## src/rtl/conf_int_mul_seq_ctrl_if.sv

```systemverilog
// conf_int_mul_seq_ctrl_if: operand-issue and row-result handshakes of the multiplier sequencer
// Ports (signals):
//   in_valid/in_ready/a_in/b_in    operand pair handshake into the sequencer
//   acc_out/acc_valid/acc_ready    accumulated row result handshake out of the sequencer
// Modports: master = producer/consumer side, slave = sequencer side
interface conf_int_mul_seq_ctrl_if #(
   parameter int DATA_PATH_BITWIDTH = 24,
   parameter int ACC_BITWIDTH       = 40
);
   logic                          in_valid;
   logic                          in_ready;
   logic [DATA_PATH_BITWIDTH-1:0] a_in;
   logic [DATA_PATH_BITWIDTH-1:0] b_in;
   logic [ACC_BITWIDTH-1:0]       acc_out;
   logic                          acc_valid;
   logic                          acc_ready;
   modport master (output in_valid, a_in, b_in, acc_ready, input in_ready, acc_out, acc_valid);
   modport slave  (input in_valid, a_in, b_in, acc_ready, output in_ready, acc_out, acc_valid);
endinterface

```

## src/rtl/conf_int_mul_seq_ctrl.sv

```systemverilog
// conf_int_mul_seq_ctrl: issue-side sequencer for the configurable accurate/approximate multiplier wrapper
// Ports:
//   clk, rstN            clock, synchronous active-low reset
//   start, apx_en        block start (honoured in IDLE only), approximate-mode request
//   bus (slave)          operand pair handshake in, row result handshake out
//   A_out, B_out         operands forwarded to the wrapper
//   state_out, count0    wrapper state code and preload counter
//   rapx_out             latched approximate-mode flag to the wrapper
//   P                    signed 32-bit product returned MUL_LAT cycles after issue
//   busy, block_done     not-IDLE flag, one-cycle pulse after the last row is consumed
module conf_int_mul_seq_ctrl #(
   parameter int OP_BITWIDTH        = 16,
   parameter int DATA_PATH_BITWIDTH = 24,
   parameter int MUL_LAT            = 3,
   parameter int DOT_LEN            = 8,
   parameter int ROWS               = 8,
   parameter int ACC_BITWIDTH       = 40
) (
   input  logic                          clk,
   input  logic                          rstN,
   input  logic                          start,
   input  logic                          apx_en,
   conf_int_mul_seq_ctrl_if.slave        bus,
   output logic [DATA_PATH_BITWIDTH-1:0] A_out,
   output logic [DATA_PATH_BITWIDTH-1:0] B_out,
   output logic [2:0]                    state_out,
   output logic [8:0]                    count0,
   output logic                          rapx_out,
   input  logic signed [31:0]            P,
   output logic                          busy,
   output logic                          block_done
);
   typedef enum logic [2:0] {
      IDLE    = 3'b000,
      PRELOAD = 3'b001,
      ACC     = 3'b010,
      FLUSH   = 3'b011,
      OUT     = 3'b100
   } state_t;
   localparam int CW = $clog2(DOT_LEN + 1);
   localparam int RW = (ROWS > 1) ? $clog2(ROWS) : 1;
   localparam logic [CW-1:0] DL       = CW'(DOT_LEN);
   localparam logic [CW-1:0] DL_LAST  = CW'(DOT_LEN - 1);
   localparam logic [RW-1:0] ROW_LAST = RW'(ROWS - 1);
   state_t                  state;
   logic [CW-1:0]           issued, collected;
   logic [RW-1:0]           row;
   logic [MUL_LAT-1:0]      tag;
   logic [ACC_BITWIDTH-1:0] acc;
   logic                    accept, take, unused_op;
   assign accept        = bus.in_valid && bus.in_ready;
   assign take          = bus.acc_valid && bus.acc_ready;
   assign bus.in_ready  = (state == ACC) && (issued < DL);
   assign bus.acc_valid = state == OUT;
   assign bus.acc_out   = acc;
   assign busy          = state != IDLE;
   assign state_out     = state;
   // OP_BITWIDTH only configures the downstream wrapper
   assign unused_op     = ^OP_BITWIDTH;
   always_ff @(posedge clk) begin
      if (!rstN) begin
         state      <= IDLE;
         count0     <= '0;
         rapx_out   <= 1'b0;
         A_out      <= '0;
         B_out      <= '0;
         tag        <= '0;
         issued     <= '0;
         collected  <= '0;
         row        <= '0;
         acc        <= '0;
         block_done <= 1'b0;
      end else begin
         block_done <= 1'b0;
         // tag pipe marks which cycles carry a real product back from the wrapper
         tag <= {tag[MUL_LAT-2:0], accept};
         if (tag[MUL_LAT-1]) begin
            acc       <= acc + ACC_BITWIDTH'(P);
            collected <= collected + 1'b1;
         end
         case (state)
            IDLE: if (start) begin
               rapx_out <= apx_en;
               state    <= PRELOAD;
            end
            PRELOAD: if (count0 == 9'd63) begin
               count0 <= '0;
               state  <= ACC;
            end else count0 <= count0 + 9'd1;
            ACC: if (accept) begin
               A_out  <= bus.a_in;
               B_out  <= bus.b_in;
               issued <= issued + 1'b1;
               if (issued == DL_LAST) state <= FLUSH;
            end
            FLUSH: if (collected == DL && tag == '0) state <= OUT;
            OUT: if (take) begin
               acc       <= '0;
               issued    <= '0;
               collected <= '0;
               if (row == ROW_LAST) begin
                  row        <= '0;
                  block_done <= 1'b1;
                  state      <= IDLE;
               end else begin
                  row   <= row + 1'b1;
                  state <= ACC;
               end
            end
            default: state <= IDLE;
         endcase
      end
   end
endmodule

```

## src/flat_wrapper.sv

```systemverilog
// flat-port wrapper written by rule: the top's interface ports become plain ports
module conf_int_mul_seq_ctrl_flat 
#(
   parameter int OP_BITWIDTH        = 16,
   parameter int DATA_PATH_BITWIDTH = 24,
   parameter int MUL_LAT            = 3,
   parameter int DOT_LEN            = 8,
   parameter int ROWS               = 8,
   parameter int ACC_BITWIDTH       = 40
)
  (clk, rstN, start, apx_en, A_out, B_out, state_out, count0, rapx_out, P, busy, block_done, bus_in_valid, bus_a_in, bus_b_in, bus_acc_ready, bus_in_ready, bus_acc_out, bus_acc_valid);
  conf_int_mul_seq_ctrl_if #(.DATA_PATH_BITWIDTH(DATA_PATH_BITWIDTH), .ACC_BITWIDTH(ACC_BITWIDTH)) bus_i ();
  input  logic clk;
  input  logic rstN;
  input  logic start;
  input  logic apx_en;
  output logic [DATA_PATH_BITWIDTH-1:0] A_out;
  output logic [DATA_PATH_BITWIDTH-1:0] B_out;
  output logic [2:0] state_out;
  output logic [8:0] count0;
  output logic rapx_out;
  input  logic signed [31:0] P;
  output logic busy;
  output logic block_done;
  input wire logic [$bits(bus_i.in_valid)-1:0] bus_in_valid;
  input wire logic [$bits(bus_i.a_in)-1:0] bus_a_in;
  input wire logic [$bits(bus_i.b_in)-1:0] bus_b_in;
  input wire logic [$bits(bus_i.acc_ready)-1:0] bus_acc_ready;
  output wire logic [$bits(bus_i.in_ready)-1:0] bus_in_ready;
  output wire logic [$bits(bus_i.acc_out)-1:0] bus_acc_out;
  output wire logic [$bits(bus_i.acc_valid)-1:0] bus_acc_valid;
  assign bus_i.in_valid = bus_in_valid;
  assign bus_i.a_in = bus_a_in;
  assign bus_i.b_in = bus_b_in;
  assign bus_i.acc_ready = bus_acc_ready;
  assign bus_in_ready = bus_i.in_ready;
  assign bus_acc_out = bus_i.acc_out;
  assign bus_acc_valid = bus_i.acc_valid;
  conf_int_mul_seq_ctrl #(.OP_BITWIDTH(OP_BITWIDTH), .DATA_PATH_BITWIDTH(DATA_PATH_BITWIDTH), .MUL_LAT(MUL_LAT), .DOT_LEN(DOT_LEN), .ROWS(ROWS), .ACC_BITWIDTH(ACC_BITWIDTH)) u_core (.clk(clk), .rstN(rstN), .start(start), .apx_en(apx_en), .bus(bus_i), .A_out(A_out), .B_out(B_out), .state_out(state_out), .count0(count0), .rapx_out(rapx_out), .P(P), .busy(busy), .block_done(block_done));
endmodule
```

## config.mk

```make
export PLATFORM = sky130hd
export DESIGN_NAME = conf_int_mul_seq_ctrl_flat
export DESIGN_NICKNAME = d
export VERILOG_FILES = /design/src/rtl/conf_int_mul_seq_ctrl_if.sv /design/src/rtl/conf_int_mul_seq_ctrl.sv /design/src/flat_wrapper.sv
export SDC_FILE = /design/constraint.sdc
export NUM_CORES = 1
export LEC_CHECK = 0
export CAP_MARGIN = 20
export CELL_PAD_IN_SITES_DETAIL_PLACEMENT = 1
export CELL_PAD_IN_SITES_GLOBAL_PLACEMENT = 2
export CORE_MARGIN = 2
export CORE_UTILIZATION = 30
export DETAILED_ROUTE_END_ITERATION = 8
export GPL_TIMING_DRIVEN = 0
export PLACE_DENSITY = 0.87
export SYNTH_ARGS = -nofsm -noshare
export SYNTH_HDL_FRONTEND = slang
export SYNTH_SLANG_ARGS = --single-unit
```

## constraint.sdc

```tcl
create_clock -name clk -period 5.28 [get_ports clk]
set_input_delay 1.056 -clock clk [delete_from_list [all_inputs] [get_ports clk]]
set_output_delay 1.056 -clock clk [all_outputs]
set_load 0.05 [all_outputs]
```

Word level (Yosys, flattened, before mapping):

Cells that the tools add are included.
Widths: inputs -> output; s select.

* flip-flop bits (word level): 116
* output and inout port bits: 105
* logic and storage cells: 65

* add/subtract/negate cells: 5
* order comparisons: 1
* eq/ne operators: 14
* muxes and demuxes: 20
* reduce and logical (&&, ||, !) cells: 14

Operator list (number)
* $mux 40: 3
* $add 40x40->40: 1
* $mux 3: 7
* $mux 4: 5
* $pmux 3 s5: 1
* $add 9x1->9 const B: 1
* $eq 9x6->1 const B: 1
* $mux 9: 1
* $add 4x1->4 const B: 2
* $pmux 4 s2: 1
* $eq 3x2->1 const B: 2
* $eq 3x3->1 const B: 2
* $logic_not 3->1: 2
* $ne 2x1->1 const B: 3
* $ne 2x2->1 const B: 3
* $reduce_and 2->1: 3
* $reduce_and 3->1: 2
* $reduce_and 6->1: 1
* $eq 4x3->1 const B: 1
* $eq 4x4->1 const B: 1
* $logic_and 1x1->1: 4
* $lt 4x4->1 const B: 1
* $add 3x1->3 const B: 1
* $eq 3x1->1 const B: 1
* 4 further kinds: 4

Depth between registers and ports, before layout:

Gate-level depths: netlist of the first run.

* word-level depth: 5
* gate-level depth with buffers: 11

Worst setup path before layout of the first run:

Ideal clock, no wire load.

* path type: register to register
* start: reg u_core.state[1], in the netlist u_core.state_out[1]
* end: reg u_core.state[1], in the netlist u_core.state_out[1]
* arrival: 3.324 ns
* data required time: 5.221 ns
* setup slack: 1.897 ns
* cell stages (with the launch flop): 11
* buffers on the path: 1
* clock period less this slack: 3.383 ns
* cells stage by stage: dfxtp_1 -> nand2b_1 -> nor3_1 -> and2_1 -> clkbuf_1 -> o22ai_1 -> a21oi_1 -> nand2_1 -> o31a_1 -> o21ai_0 -> and2_1

* longest elaborated chain between the ends: 5

Ends and longest elaborated chain
* start, declared: line conf_int_mul_seq_ctrl.sv:45 `state_t state;`
* start signal, assigned: line conf_int_mul_seq_ctrl.sv:62 `state <= IDLE;`
* start signal, assigned: line conf_int_mul_seq_ctrl.sv:84 `state <= PRELOAD;`
* start signal, assigned: line conf_int_mul_seq_ctrl.sv:88 `state <= ACC;`
* $eq 3x2->1: line conf_int_mul_seq_ctrl.sv:53 `assign bus.in_ready = (state == ACC) && (issued < DL);`
* $logic_and 1x1->1: line conf_int_mul_seq_ctrl.sv:53
* net bus_in_ready: line flat_wrapper.sv:29 `output wire logic [$bits(bus_i.in_ready)-1:0] bus_in_ready;`
* $logic_and 1x1->1: line conf_int_mul_seq_ctrl.sv:51 `assign accept = bus.in_valid && bus.in_ready;`
* $ne 2x1->1 (no line)
* $reduce_and 6->1 (no line)

The timed path passes the listed nets, and every way through them passes these cells.
A chain may end at the register's enable or synchronous reset.

Worst setup path after layout of the first run:

* start: in P[3]
* end: reg u_core.acc[37], in the netlist u_core.bus.acc_out[37]

* longest elaborated chain between the ends: 4

Ends and longest elaborated chain
* start, declared: line flat_wrapper.sv:22 `input logic signed [31:0] P;`
* $add 40x40->40 *: line conf_int_mul_seq_ctrl.sv:78 `acc <= acc + ACC_BITWIDTH'(P);`
* $mux 40 *: line conf_int_mul_seq_ctrl.sv:77 `if (tag[MUL_LAT-1]) begin`
* $mux 40: line conf_int_mul_seq_ctrl.sv:97 `OUT: if (take) begin`
* $mux 40 *: line conf_int_mul_seq_ctrl.sv:81 `case (state)`
* end signal, assigned: line conf_int_mul_seq_ctrl.sv:78
* end, declared: line conf_int_mul_seq_ctrl.sv:49 `logic [ACC_BITWIDTH-1:0] acc;`

Every way passes the cells marked *; elsewhere a longest branch is shown, timed or not.

==> impl_results.md, run 1 <==
* Peak VDD IR at 0.000215 V
* Top post-synthesis cells by area: dfxtp_1, ha_1, nand2_1
* Synth Cell Area at 6780 um^2
* Largest net degree at the start of global routing at 17
* Clock sinks at 116
* DRC Markers at 0
* Setup CP Type: input pin to flop
* CTS Hold Bufs at 0
* HP Class: flop to flop
* Setup-failing EPs final at 0
* Switch share at 34.4%
* Via count at 6,475
* Vias in the first global route at 6,661
* H-tree Lvls at 4
* CTS Buffer Depth at 2
* CTS Root Cell: clkbuf_16
* Number of detailed-route iterations in the first pass at 5
* CTS buffer count at 17
* Global-route wire length before repair at 34,500 um
* EDFF count, synth at 0
* Nature of the critical path startpoint: input pin
* Post-CTS Setup Bufs at 0
* Count leader, synth: nand2_1
* GRT overflow at 0
* GRT busiest layer: met2
* Fraction of layout cells with a size suffix above 1 at 6.49%
* Post-synthesis sequential area ratio at 34.3%
* Initial Util at 30.8%
* Placed cell area at 9030 um^2
* IO Port Bufs at 189
* Peak Freq at 259 MHz
* Leak at 3.77 nW
* Cts repair resizes at 0
* Initial DRC count at 190
* Slew headroom at 40.9%
* Worst-path fanout max at 5
* Num ports at 191
* Skew-Pair Late Insertion Delay at 0.42 ns
* Final Power at 2.84 mW
* Core footprint at 22,000 um^2
* Nets at 1,151
* Overall die area at 23,800 um^2
* Gr usage total at 18.1%
* Global routing usage on met3 at 6.84%
* Syn Inst Count at 810
* Pwr per Cell Area at 295 nW/um^2
* Area fraction of the dominant cell type after synthesis at 34.3%
* Syn Area/Cell at 8.36 um^2
* Unrepaired setup endpoints after global routing: false
* Min cycle time layout at 3.86 ns
* Post-synthesis sequential element count at 116
* Post-synth ARST share at 0%
* Final GP Congestion at 0.807
* Final WS setup at 1.42 ns
* Syn_nets at 942
* Worst path cell trace: clkdlybuf4s50_1 > ha_1 > a21o_1 > a2bb2oi_1 > o21ai_1 > a2111oi_2 > o211ai_1 > a21oi_1 > a22o_1 > xor2_1 > o21ai_1
* Fin crit share at 73.1%
* Int Pwr at 1.86 mW
* Hold WS at 0.462 ns
* CTS tree: done
* Antenna violations before repair at 1
* Clock Skew at 0.00991 ns
* Max incr delay on CP at 0.53 ns
* Worst EP arrival at 4.17 ns
* Distinct cell type count after synthesis at 73
* HP Start: u_core.B_out[4]
* Antenna Violating Nets Remaining at 0
* List of most frequent post-synthesis cells: nand2_1, dfxtp_1, nor2_1
* DIE HEIGHT at 154 um
* Slowest-stage cell, CP: a2111oi_2
* Placed wire-length estimate at 16,700 um
* Setup crit end kind: flop
* Met1 global-route usage at 21.8%
* Combinational Power Share at 24.7%
* Placement Setup Slack at 0.972 ns
* Worst EP required at 5.59 ns
* Met2 GRT Util at 30.7%
* Die Span X at 154 um
* Diode count at 0
* Total wire length at 21,600 um
* Synth-to-layout area growth at 41.9%
* YS warnings at 0
* Setup TNS at 0 ns
* Sequential fraction of design power at 33.8%
* Worst Tran Pin Value at 0.886 ns
* Avg WL per Cell at 16.4 um
* CP dominant cell by count: o21ai_1
* Top FF cell, synth: dfxtp_1
* Clk network pwr share at 41.5%
* Psw at 0.977 mW
* Worst-path clk slew at 0.07 ns
* Synth area leader: dfxtp_1
* Max_cap viols at 0
* Post-route cell area at 9610 um^2
* Outcome: finished clean
* RR Startpoint: u_core.bus.acc_out[3]
* Via density at 4.94
* Placement Rows at 54
* Worst setup startpoint: P[3]
* Final Hold Fails at 0
* Pins Over Slew Limit at 0
==> per-stage QoR <==
| stage | std cells | utilization (%) |
|---|---|---|
| after global routing | 1312 | 43.6 |
| after CTS | 1312 | 43.6 |
| after detailed placement | 1280 | 41.0 |
| final | 1312 | 43.6 |
| after global placement | 1279 | 40.9 |
| after floorplan | 810 | - |
==> path summary, 6_finish.rpt <==
kind                            end  slack [ns]  cells past startpoint
min reg2reg         u_core.B_out[4]        0.46                      2
max reg2reg  u_core.bus.acc_out[37]        2.20                     10
max          u_core.bus.acc_out[37]        1.42                     11
min                 u_core.B_out[4]        0.46                      2
==> critical path: cells and delay by family <==
family	cells	cell delay [ns]
buffers and inverters	1	0.43
AOI/OAI and AO/OA	8	2.17
xor gates and xnor gates	1	0.15
adders and majority gates	1	0.37
==> per-layer routing <==
layer,part of all wire (%),wire length [um]
met4,0.71,153
met5,0,0
met1,45,9610
met2,47,10100
met3,8.0,1720
==> placed cells by master, fill, tap and decap left out, types with 4 or more instances in the layout <==
cell,Yosys,layout
inv_6,0,8
xor2_1,16,16
a21boi_0,52,52
and2_1,15,15
a211oi_1,9,9
o21ai_0,11,11
nand4_1,13,13
inv_1,17,17
nor2b_1,9,9
inv_8,0,4
nor2_1,66,66
dfxtp_1,116,116
o21ai_1,12,12
ha_1,45,45
xnor2_1,27,27
o21bai_1,5,5
nand2_1,137,137
a21oi_1,47,47
clkbuf_16,0,17
a21o_1,27,27
a31oi_1,7,7
clkbuf_1,33,33
mux2i_1,27,27
nor3_1,11,11
and3_1,7,7
nand3_1,21,21
clkdlybuf4s50_1,0,189
==> state kept, by name, summed over array words and instances (netlist names) <==
signal              cells
u_core.tag              3
u_core.collected        4
u_core.rapx_out         1
u_core.row              3
u_core.state_out        3
u_core.issued           4
u_core.count0           9
u_core.A_out           24
u_core.block_done       1
u_core.B_out           24
u_core.bus.acc_out     40
==> kinds of logic (layout without fill, tap and decap cells) <==
logic type / after synthesis / in the layout / synth area share (%)
adder cells (fa/ha/maj): 46 / 46 / 8.61
XOR/XNOR: 43 / 43 / 5.56
AO/OA/AOI/OAI: 215 / 215 / 22.8
flip-flops: 116 / 116 / 34.3
multiplexers: 27 / 27 / 3.99
buffers and inverters: 62 / 284 / 4.19
AND/OR/NAND/NOR: 301 / 301 / 20.6
==> power by group through the flow <==
| stage | Sequential (mW) | Clock (mW) | Combinational [mW] |
|---|---|---|---|
| floorplan | 1.13 | 0 | 0.284 |
| global placement | 0.976 | 0 | 0.697 |
| global route | 0.965 | 1.24 | 0.763 |
| detailed placement | 0.978 | 0 | 0.704 |
| CTS | 0.959 | 1.20 | 0.709 |
| finish | 0.958 | 1.18 | 0.701 |
==> layout make-up <==
class	instances	area, um^2
Inverter	17	63.8
Timing Repair Buffer	190	1900
Sequential cell	116	2320
Buffer	45	220
Tap cell	280	350
Clock buffer	17	425
Clock inverter	15	160
Fill cell	2589	12400
Multi-Input combinational cell	632	4170
Note: power is estimated with default switching activity, not from simulation.
==> inputs of run 2 (changes only) <==
- CORE_UTILIZATION: 30 -> 25
- PLACE_DENSITY: 0.87 -> 0.78
- clock period: 5.28 -> 3.2 ns (I/O delays scaled with it)
==> run 2 against run 1 <==
Effect of this change: cell area up 2.4%; wire length grew 5.4%; sequential cell count did not move; clock skew up 0.0036 ns; clock-buffer cell count is 1 higher; first-iteration DRC count up 8.4%; non-clock buffer count rose by 4; largest power group unchanged; setup slack worse by 1.3 ns; hold slack got worse by 0.0096 ns.
==> impl_results.md, run 2 (synthesis results as in run 1) <==
* Outcome: finished clean
* Vias in the first global route at 6,790
* Synth-to-layout area growth at 45.3%
* Final GP Congestion at 0.794
* Number of detailed-route iterations in the first pass at 4
* Slew headroom at 42.7%
* Most common cell after layout, fill and taps aside: clkdlybuf4s50_1
* Peak VDD IR at 0.000309 V
* Most frequent cells in the layout: clkdlybuf4s50_1, nand2_1, dfxtp_1
* CTS Hold Bufs at 0
* Final Hold Fails at 0
* Setup-failing EPs final at 0
* HP Class: flop to flop
* Min cycle time layout at 3.10 ns
* Fraction of layout cells with a size suffix above 1 at 8.59%
* Worst reg2reg path depth at 11
* Post-route cell area at 9840 um^2
* Fin util at 36.7%
* Setup crit end kind: flop
* Nature of the critical path startpoint: input pin
* Via density at 4.78
* RR Startpoint: u_core.bus.acc_out[8]
* Die Span X at 169 um
* Initial DRC count at 206
* Final Power at 4.75 mW
* DIE HEIGHT at 169 um
* Critical R2R Capture: u_core.bus.acc_out[36]
* Worst EP arrival at 3.41 ns
* Crit path to: u_core.bus.acc_out[36]
* Clock sinks at 116
* Placed Cells at 1,341
* Setup CP Type: input pin to flop
* Placed cell area at 9100 um^2
* Skew-Pair Late Insertion Delay at 0.42 ns
* Largest register FFs at 40
* Fin crit share at 97.0%
* Worst path cell trace: clkdlybuf4s50_1 > ha_2 > fa_2 > a211oi_2 > or4b_4 > and3_4 > a21oi_4 > o21ai_4 > o31ai_4 > a221oi_2 > mux2i_1 > a31o_1
* Multi-input gate area at 4260 um^2
* Max incr delay on CP at 0.55 ns
* Nets at 1,155
* Post-route insts no fill at 1,377
* Worst-path clk slew at 0.06 ns
* Seq. cell area at 2320 um^2
* Largest net degree at the start of global routing at 17
* Max_cap viols at 0
* Clock Skew at 0.0135 ns
* Gr usage total at 16.0%
* Via count at 6,587
* Placed wire-length estimate at 17,400 um
* Total wire length at 22,700 um
* Overall die area at 28,400 um^2
* Diode count at 0
* CTS tree: done
* Leak at 3.80 nW
* GRT overflow at 0
* Antenna violations before repair at 0
* Worst R2R Setup Slack at 0.42 ns
* FILL cells at 3,156
* Avg WL per Cell at 16.5 um
* CTS buffer count at 17
* CTS Root Cell: clkbuf_16
* Worst EP required at 3.51 ns
* Hold depth at 1
* IO Port Bufs at 189
* Hold WS at 0.453 ns
* Global-route wire length before repair at 36,300 um
* Pwr per Cell Area at 483 nW/um^2
* Placement Rows at 60
* Antenna Violating Nets Remaining at 0
* Worst-path fanout max at 3
* Num ports at 191
* DRC Markers at 0
* CTS Buffer Depth at 2
* Initial Util at 25.3%
* Unrepaired setup endpoints after global routing: true
* Peak Freq at 322 MHz
* Slowest-stage cell, CP: or4b_4
* Worst setup startpoint: P[0]
* Core footprint at 26,800 um^2
* Worst Tran Pin Value at 0.860 ns
* Pins Over Slew Limit at 0
* H-tree Lvls at 4
-- run 2: cell count changes in the layout (fill, tap and decap cells not counted), moves of 2 or more --
cell	change
buf_4	+6
ha_1	-6
a21oi_1	-4
a21oi_2	+4
clkinv_4	+4
ha_2	+4
inv_6	-4
clkbuf_1	-2
clkbuf_4	+2
ha_4	+2
inv_8	-2
-- run 2: final cells by class --
| class | count | area share [%] |
|---|---|---|
| Buffer | 43 | 2.21 |
| Clock buffer | 18 | 4.46 |
| Clock inverter | 14 | 1.70 |
| Inverter | 17 | 0.648 |
| Multi-Input combinational cell | 632 | 43.3 |
| Sequential cell | 116 | 23.6 |
| Tap cell | 341 | 4.34 |
| Timing Repair Buffer | 196 | 19.7 |
-- run 2: worst min-delay path by stage --
stage / startpoint / to / slack, ns
global route: u_core.tag[0] / u_core.tag[1] / 0.48
CTS: u_core.tag[1] / u_core.tag[2] / 0.45
finish: u_core.tag[1] / u_core.tag[2] / 0.45
floorplan: u_core.tag[1] / u_core.tag[2] / 0.43
detailed placement: u_core.tag[1] / u_core.tag[2] / 0.45
global placement: u_core.tag[1] / u_core.tag[2] / 0.44
-- run 2: critical path: cells and delay by family --
family / cells / cell delay [ns]
simple gates: 2 / 0.77
buf+inv: 1 / 0.46
fa+ha+maj: 2 / 0.44
mux: 1 / 0.13
compound gates: 6 / 0.95
-- run 2: report_power, final --
group,switching (mW),internal [mW],total [mW]
Combinational,0.734,0.437,1.17
Clock,0.807,1.19,2.00
Sequential,0.0579,1.53,1.58
Total,1.60,3.15,4.75
-- run 2: repair_timing --
item	4_1_cts	5_1_grt
pin swaps	0	10
gates cloned	0	0
hold endpoints to repair	0	0
setup endpoints to repair	7	9
setup buffers	0	6
resized for setup	5	15
-- run 2: metal layers --
layer | vias to the layer above | part of all wire (%) | wire length (um) | global-route usage, %
met2 | 169 | 47 | 10600 | 26.7
met5 | - | 0 | 0 | 0
met1 | 3127 | 45 | 10200 | 19.7
met3 | 23 | 6.8 | 1550 | 5.52
li1 | 3268 | - | - | -
met4 | 0 | 1.5 | 341 | 4.31
-- run 2: metrics by stage --
step | setup TNS [ns] | setup slack [ns]
after global routing | -0.0153 | -0.0153
after global placement | -7.44 | -0.776
after floorplan | 0 | 0.238
after detailed placement | -7.62 | -0.732
final | 0 | 0.0966
after CTS | 0 | 0.0106
